`config.mk`:
```
export PLATFORM = sky130hd
export DESIGN_NAME = corescore_uart_arbiter
export DESIGN_NICKNAME = d
export VERILOG_FILES = /design/src/rtl/corescore_uart_arbiter.sv
export SDC_FILE = /design/constraint.sdc
export NUM_CORES = 1
export LEC_CHECK = 0
export CAP_MARGIN = 20
export CORE_UTILIZATION = 35
export CTS_CLUSTER_DIAMETER = 30
export DETAILED_ROUTE_END_ITERATION = 12
export HOLD_SLACK_MARGIN = 0.1
export PLACE_DENSITY = 0.65
export SYNTH_ARGS = -nofsm -noshare
export SYNTH_HDL_FRONTEND = slang
export SYNTH_SLANG_ARGS = --single-unit
```
`constraint.sdc`:
```
create_clock -name i_clk -period 2 [get_ports i_clk]
set_input_delay 0.2 -clock i_clk [delete_from_list [all_inputs] [get_ports i_clk]]
set_output_delay 0.2 -clock i_clk [all_outputs]
set_load 0.03 [all_outputs]
```
`src/rtl/corescore_uart_arbiter.sv`:
```
// Round-robin arbiter that shares one byte-wide UART emitter between N_REQ requesters.
// Ownership is held for a whole message and ends on EOM_CHAR or when the owner stalls too long.
module corescore_uart_arbiter #(
   parameter int         N_REQ        = 4,
   parameter logic [7:0] EOM_CHAR     = 8'h0A,
   parameter int         IDLE_TIMEOUT = 1024
) (
   input  logic               i_clk,
   input  logic               i_rst,
   input  logic [N_REQ-1:0]   i_valid,
   input  logic [8*N_REQ-1:0] i_data,
   output logic [N_REQ-1:0]   o_ready,
   output logic [7:0]         o_data,
   output logic               o_valid,
   input  logic               i_ready,
   output logic [N_REQ-1:0]   o_grant,
   output logic               o_busy
);

   localparam int IDX_W = $clog2(N_REQ);
   localparam int CNT_W = (IDLE_TIMEOUT > 1) ? $clog2(IDLE_TIMEOUT) + 1 : 1;
   localparam logic [CNT_W-1:0] CNT_LAST = CNT_W'(IDLE_TIMEOUT - 1);
   localparam logic [IDX_W-1:0] IDX_LAST = IDX_W'(N_REQ - 1);

   typedef enum logic {ST_IDLE, ST_GRANT} state_t;

   state_t             state_q, state_d;
   logic [IDX_W-1:0]   gnt_q, gnt_d;
   logic [IDX_W-1:0]   rr_q, rr_d;
   logic [CNT_W-1:0]   cnt_q, cnt_d;
   logic [7:0]         data_q, data_d;
   logic               valid_q, valid_d;

   logic [IDX_W-1:0]   cand;
   logic [IDX_W-1:0]   arb_idx;
   logic               arb_found;
   logic [7:0]         own_data;
   logic               own_valid;
   logic               can_load;
   logic               up_xfer;
   logic               release_now;

   assign own_data  = i_data[{gnt_q, 3'b000} +: 8];
   assign own_valid = i_valid[gnt_q];
   assign can_load  = (state_q == ST_GRANT) && (!valid_q || i_ready);
   assign up_xfer   = can_load && own_valid;

   // Search starts at rr_q and wraps, so the most recent owner is tried last.
   always_comb begin
      cand      = '0;
      arb_idx   = '0;
      arb_found = 1'b0;
      for (int i = 0; i < N_REQ; i++) begin
         cand = IDX_W'((int'(rr_q) + i) % N_REQ);
         if (!arb_found && i_valid[cand]) begin
            arb_found = 1'b1;
            arb_idx   = cand;
         end
      end
   end

   always_comb begin
      state_d     = state_q;
      gnt_d       = gnt_q;
      rr_d        = rr_q;
      cnt_d       = cnt_q;
      release_now = 1'b0;
      case (state_q)
         ST_IDLE: begin
            if (arb_found) begin
               state_d = ST_GRANT;
               gnt_d   = arb_idx;
               cnt_d   = '0;
            end
         end
         ST_GRANT: begin
            if (up_xfer) begin
               cnt_d       = '0;
               release_now = (own_data == EOM_CHAR);
            end else begin
               release_now = (IDLE_TIMEOUT != 0) && (cnt_q == CNT_LAST);
               if (cnt_q != '1) cnt_d = cnt_q + 1'b1;
            end
            if (release_now) begin
               state_d = ST_IDLE;
               rr_d    = (gnt_q == IDX_LAST) ? '0 : gnt_q + 1'b1;
            end
         end
         default: state_d = ST_IDLE;
      endcase
   end

   always_comb begin
      data_d  = data_q;
      valid_d = valid_q;
      if (up_xfer) begin
         data_d  = own_data;
         valid_d = 1'b1;
      end else if (i_ready) begin
         valid_d = 1'b0;
      end
   end

   always_comb begin
      o_grant = '0;
      o_ready = '0;
      if (state_q == ST_GRANT) begin
         o_grant[gnt_q] = 1'b1;
         o_ready[gnt_q] = can_load;
      end
   end

   assign o_data  = data_q;
   assign o_valid = valid_q;
   assign o_busy  = (state_q == ST_GRANT) || valid_q;

   always_ff @(posedge i_clk or posedge i_rst) begin
      if (i_rst) begin
         state_q <= ST_IDLE;
         gnt_q   <= '0;
         rr_q    <= '0;
         cnt_q   <= '0;
         data_q  <= '0;
         valid_q <= 1'b0;
      end else begin
         state_q <= state_d;
         gnt_q   <= gnt_d;
         rr_q    <= rr_d;
         cnt_q   <= cnt_d;
         data_q  <= data_d;
         valid_q <= valid_d;
      end
   end

endmodule

```
# After elaboration in Yosys (flattened, before gate mapping)
# Cells that the tools add are included.
# totals
regBits	25
in_bits	39
output_inout_bits	18
# classes
n_addsub	5
n_lt_le_gt_ge	6
n_eq_ne	6
n_shift	1
muxes	34
n_bitwise	2
n_reduce_logical	16
# ops
operator	count
11-bit two-way mux	3
32-bit by 6-bit indexed part select with 8-bit output	1
11-bit one-hot mux with 2 select lines	1
1-bit two-way mux	16
2-bit by 3-bit < comparator with 1-bit output, second input constant	5
11-bit by 1-bit adder with 11-bit output, second input constant	1
11-bit by 10-bit == test with 1-bit output, second input constant	1
11-bit inequality test, second input constant	1
1-bit binary-select mux with 2-bit select	5
2-bit two-way mux	5
8-bit by 4-bit == test with 1-bit output, second input constant	1
4-bit two-way mux	2
1-bit logical AND	6
2-bit AND reduction	3
2-bit by 1-bit adder with 2-bit output, second input constant	2
2-bit adder, second input constant	2
4-bit bitwise AND	1
1-bit logical NOT	4
3-bit by 1-bit inequality test with 1-bit output, second input constant	1
1-bit demux with 2-bit select	1
2-bit == test, second input constant	1
2-bit by 1-bit >= comparator with 1-bit output, second input constant	1
1-bit logical OR	2
2-bit inequality test, second input constant	1
3 further kinds	3

# Longest topological paths before layout
# depth
word_depth	14
ltp_mapped	6
ltp_nobuf	5

# Worst setup path before layout
# No wires, ideal clock.
# synth_timing
kind	flip-flop to flip-flop
startpoint	register gnt_q[0]
endpoint	register rr_q[0]
setup_time_ns	0.128
arrival_ns	1.932
path_slack_ns	-0.060
path_stages_with_launch	6
n_path_buf	1
synth_period_minus_slack_ns	2.060
cell_sequence	dfrtp_1 buf_6 mux4_1 and4bb_1 a32oi_1 mux2_1
# synth_between
elab_chain_len	6
# synth_rtl
item	line_no	source
from (decl)	28	logic [IDX_W-1:0] gnt_q, gnt_d;
from (signal assigned)	127	gnt_q <= gnt_d;
branches (longest 6 deep; another with 32-bit by 6-bit indexed part select with 8-bit output)	-	
to (signal assigned)	128	rr_q <= rr_d;
to (decl)	29	logic [IDX_W-1:0] rr_q, rr_d;
# Several ways; the timed one is not identified. The select of a mux whose other input is x is not followed.
# A chain may end at the register's enable or synchronous reset.

# Worst setup path in the final report
# Ends and elaborated chain as after synthesis.

==> qor.yml <==
hold_viol: 0
power.leakage_nw: 0.986
yosysSeqAreaShare_pct: 38.5
rr_endpoint: "rr_q[0]"
via_per_inst: 5.49
synthTopCellsByArea: "dfrtp_1, mux2_1, mux4_2"
die_area_sq_mm: 0.00492
fmax_mhz: 488
tightest_slew_ns: 0.522
crit_buf_inv: 1
drive_above_1_share_pct: 18.2
cts_tree: "yes"
end_kind: "flip-flop"
fin_crit_sh_pct: 102
synth_top_cell_area_share_pct: 38.5
drtIter0Drc: 43
syn2layout_area_growth_pct: 46.7
crit_fanout: 14
clkTransAtPathRegs_ns: 0.09
syn_avg_cell_area_sq_um: 10.8
hpwl_mm: 3.33
synth_top_cell_by_area: "dfrtp_1"
dpl_cell_area_sq_mm: 0.00235
slowest_delay_ns: 0.55
dp_worst_setup_slack_ns: -0.0996
track_usage_pct: 18.6
die_w_um: 70.2
ys_seq_elements: 25
cts_root_buf: "clkbuf_8"
vias: 1493
synth_area_sq_mm: 0.00163
gp_congestion: 0.764
crit_start: "gnt_q[0]"
synthArstFlopShare_pct: 100
cp.required_ns: 2.16
drc: 0
grt_max_degree: 26
critical-path-top-delay-family: "multiplexers"
crit_end: "rr_q[0]"
syn_nets: 194
min_path_type: "input pin to asynchronous set/reset pin"
yosys_warnings: 0
fin_crit_ns: 2.05
status: "finished, violations left"
final_area_sq_mm: 0.00239
syn_inst: 150
synthDistinctLibCells: 38
numCtsBuffers: 3
slew_violations: 0
slowest_stage: "mux4_2"
finalSetupViolCount: 2
drv_cap: 0
n_fill_cell: 407
avgRoutedWirePerCell_um: 15.6
post-route-util_pct: 54.1
diodes: 0
ant_nets: 0
slew-limit-headroom_pct: 64.9
ios: 57
first_global_vias: 1595
reg2reg_from: "gnt_q[0]"
portBuffers: 56
rsz0062_at_grt: "yes"
grt_first_pass_wirelength_mm: 7.24
p_per_area_mw_per_mm2: 752
synth_edf_count: 0
num_rows: 24
cts_sinks: 25
worstSetupStartpointType: "flip-flop"
r2r_setup_slack_ns: -0.05
firstDrtPassIters: 4
fin_hold_ws_ns: 0.269
layout.nets: 265
overflow: 0
critical_path_class: "flip-flop to flip-flop"
h-tree-depth: 1
clock_skew_ns: 0.00676
synth.most_common_cell: "dfrtp_1"
setup_tns_ns: -0.0880
cts.path.max_buffers: 2
cp_num_cells: 5
layout_setup_ws_ns: -0.0498
ir_drop_uv: 508
start_util_pct: 36.8
arrival_ns: 2.21
violations: "setup timing"
ys.flop_type: "dfrtp_1"
clock_latency_ns: 0.27
rr_worst_depth: 5
antenna_found_initial: 0
netlist_top_cells_count: "dfrtp_1, a21oi_1, nand2_1"
die_h_um: 70.2
drt-total-wl_mm: 4.24
path_cells: "buf_12 -> mux4_2 -> nor4_4 -> a32oi_2 -> mux2_1"
core_area_sq_mm: 0.00441
[per-stage QoR]
step                      power [mW]  instances
after floorplan                 1.13        150
final                           1.79        272
after global routing            1.91        272
after global placement          1.48        266
after CTS                       1.82        271
after detailed placement        1.51        266
[power by group]
part	switching [mW]	internal [mW]
registers	0.0733	0.601
clock network	0.167	0.140
logic	0.415	0.398
total	0.655	1.14
[how the worst min path moves through the flow]
stage | start | end | slack, ns
final | i_rst | o_data[7] | 0.27
after global placement | o_data[5] | o_data[5] | 0.48
after detailed placement | o_data[5] | o_data[5] | 0.48
after CTS | i_rst | cnt_q[3] | 0.28
after floorplan | i_rst | cnt_q[0] | 0.23
after global routing | i_rst | o_data[7] | 0.30
[timing repair]
item	in CTS	in global routing
setup endpoints to repair	7	5
hold buffers	0	0
buffers inserted	1	1
resized for setup	7	5
pin swaps	2	2
endpoints found under the hold margin	0	0
[tightest hold or removal path: stages]
cell and delay [ns]:
clkdlybuf4s50_1 0.39, inv_1 0.05, buf_4 0.31
[area by class of cell]
cell class | count | area (sq um) | share of cell area [%]
multi-input cells | 110 | 931 | 39.0
repair buffers | 72 | 684 | 28.7
flip-flops and latches | 25 | 626 | 26.2
well taps | 52 | 65.1 | 2.73
clock buffers | 3 | 41.3 | 1.73
inverters | 9 | 33.8 | 1.42
clock inverters | 1 | 5.00 | 0.210
[state kept, by name (all words and copies together) (netlist names)]
name     cells
cnt_q       11
state_q      1
gnt_q        2
rr_q         2
o_data       8
o_valid      1
[logic make-up after synthesis]
logic type               count (synthesis)  share of synthesized area [%]
buffers and inverters                   15                           4.08
AO/OA/AOI/OAI                           25                           10.0
flip-flops                              25                           38.5
multiplexers                            22                           22.2
adder cells (fa/ha/maj)                  5                           3.85
AND/OR/NAND/NOR                         58                           21.5
[placed cells by master, fill, tap and decap left out, types with 2 or more instances in the layout]
cell type and count:
mux4_2 8, or2_2 3, mux2i_1 3, mux2_1 10
ha_1 5, nand3_1 8, nor2_1 4, nand2b_1 3
dfrtp_1 25, buf_12 2, nand2_1 11, inv_1 9
clkbuf_2 2, and2_1 8, or4_1 5, dlygate4sd2_1 3
and3_1 3, o31ai_1 5, nor3_1 2, o21ai_1 2
buf_4 17, clkdlybuf4s50_1 48, clkbuf_8 3, nor4_1 3
a21oi_1 11
[layer usage]
| layer | global-route usage, % | part of all wire [%] | vias up |
|---|---|---|---|
| li1 | - | - | 696 |
| met1 | 21.1 | 39 | 744 |
| met2 | 35.3 | 55 | 44 |
| met3 | 3.90 | 4.3 | 9 |
| met4 | 4.67 | 1.4 | 0 |
| met5 | 0 | 0 | - |
Power figures use the tool's default switching activity.
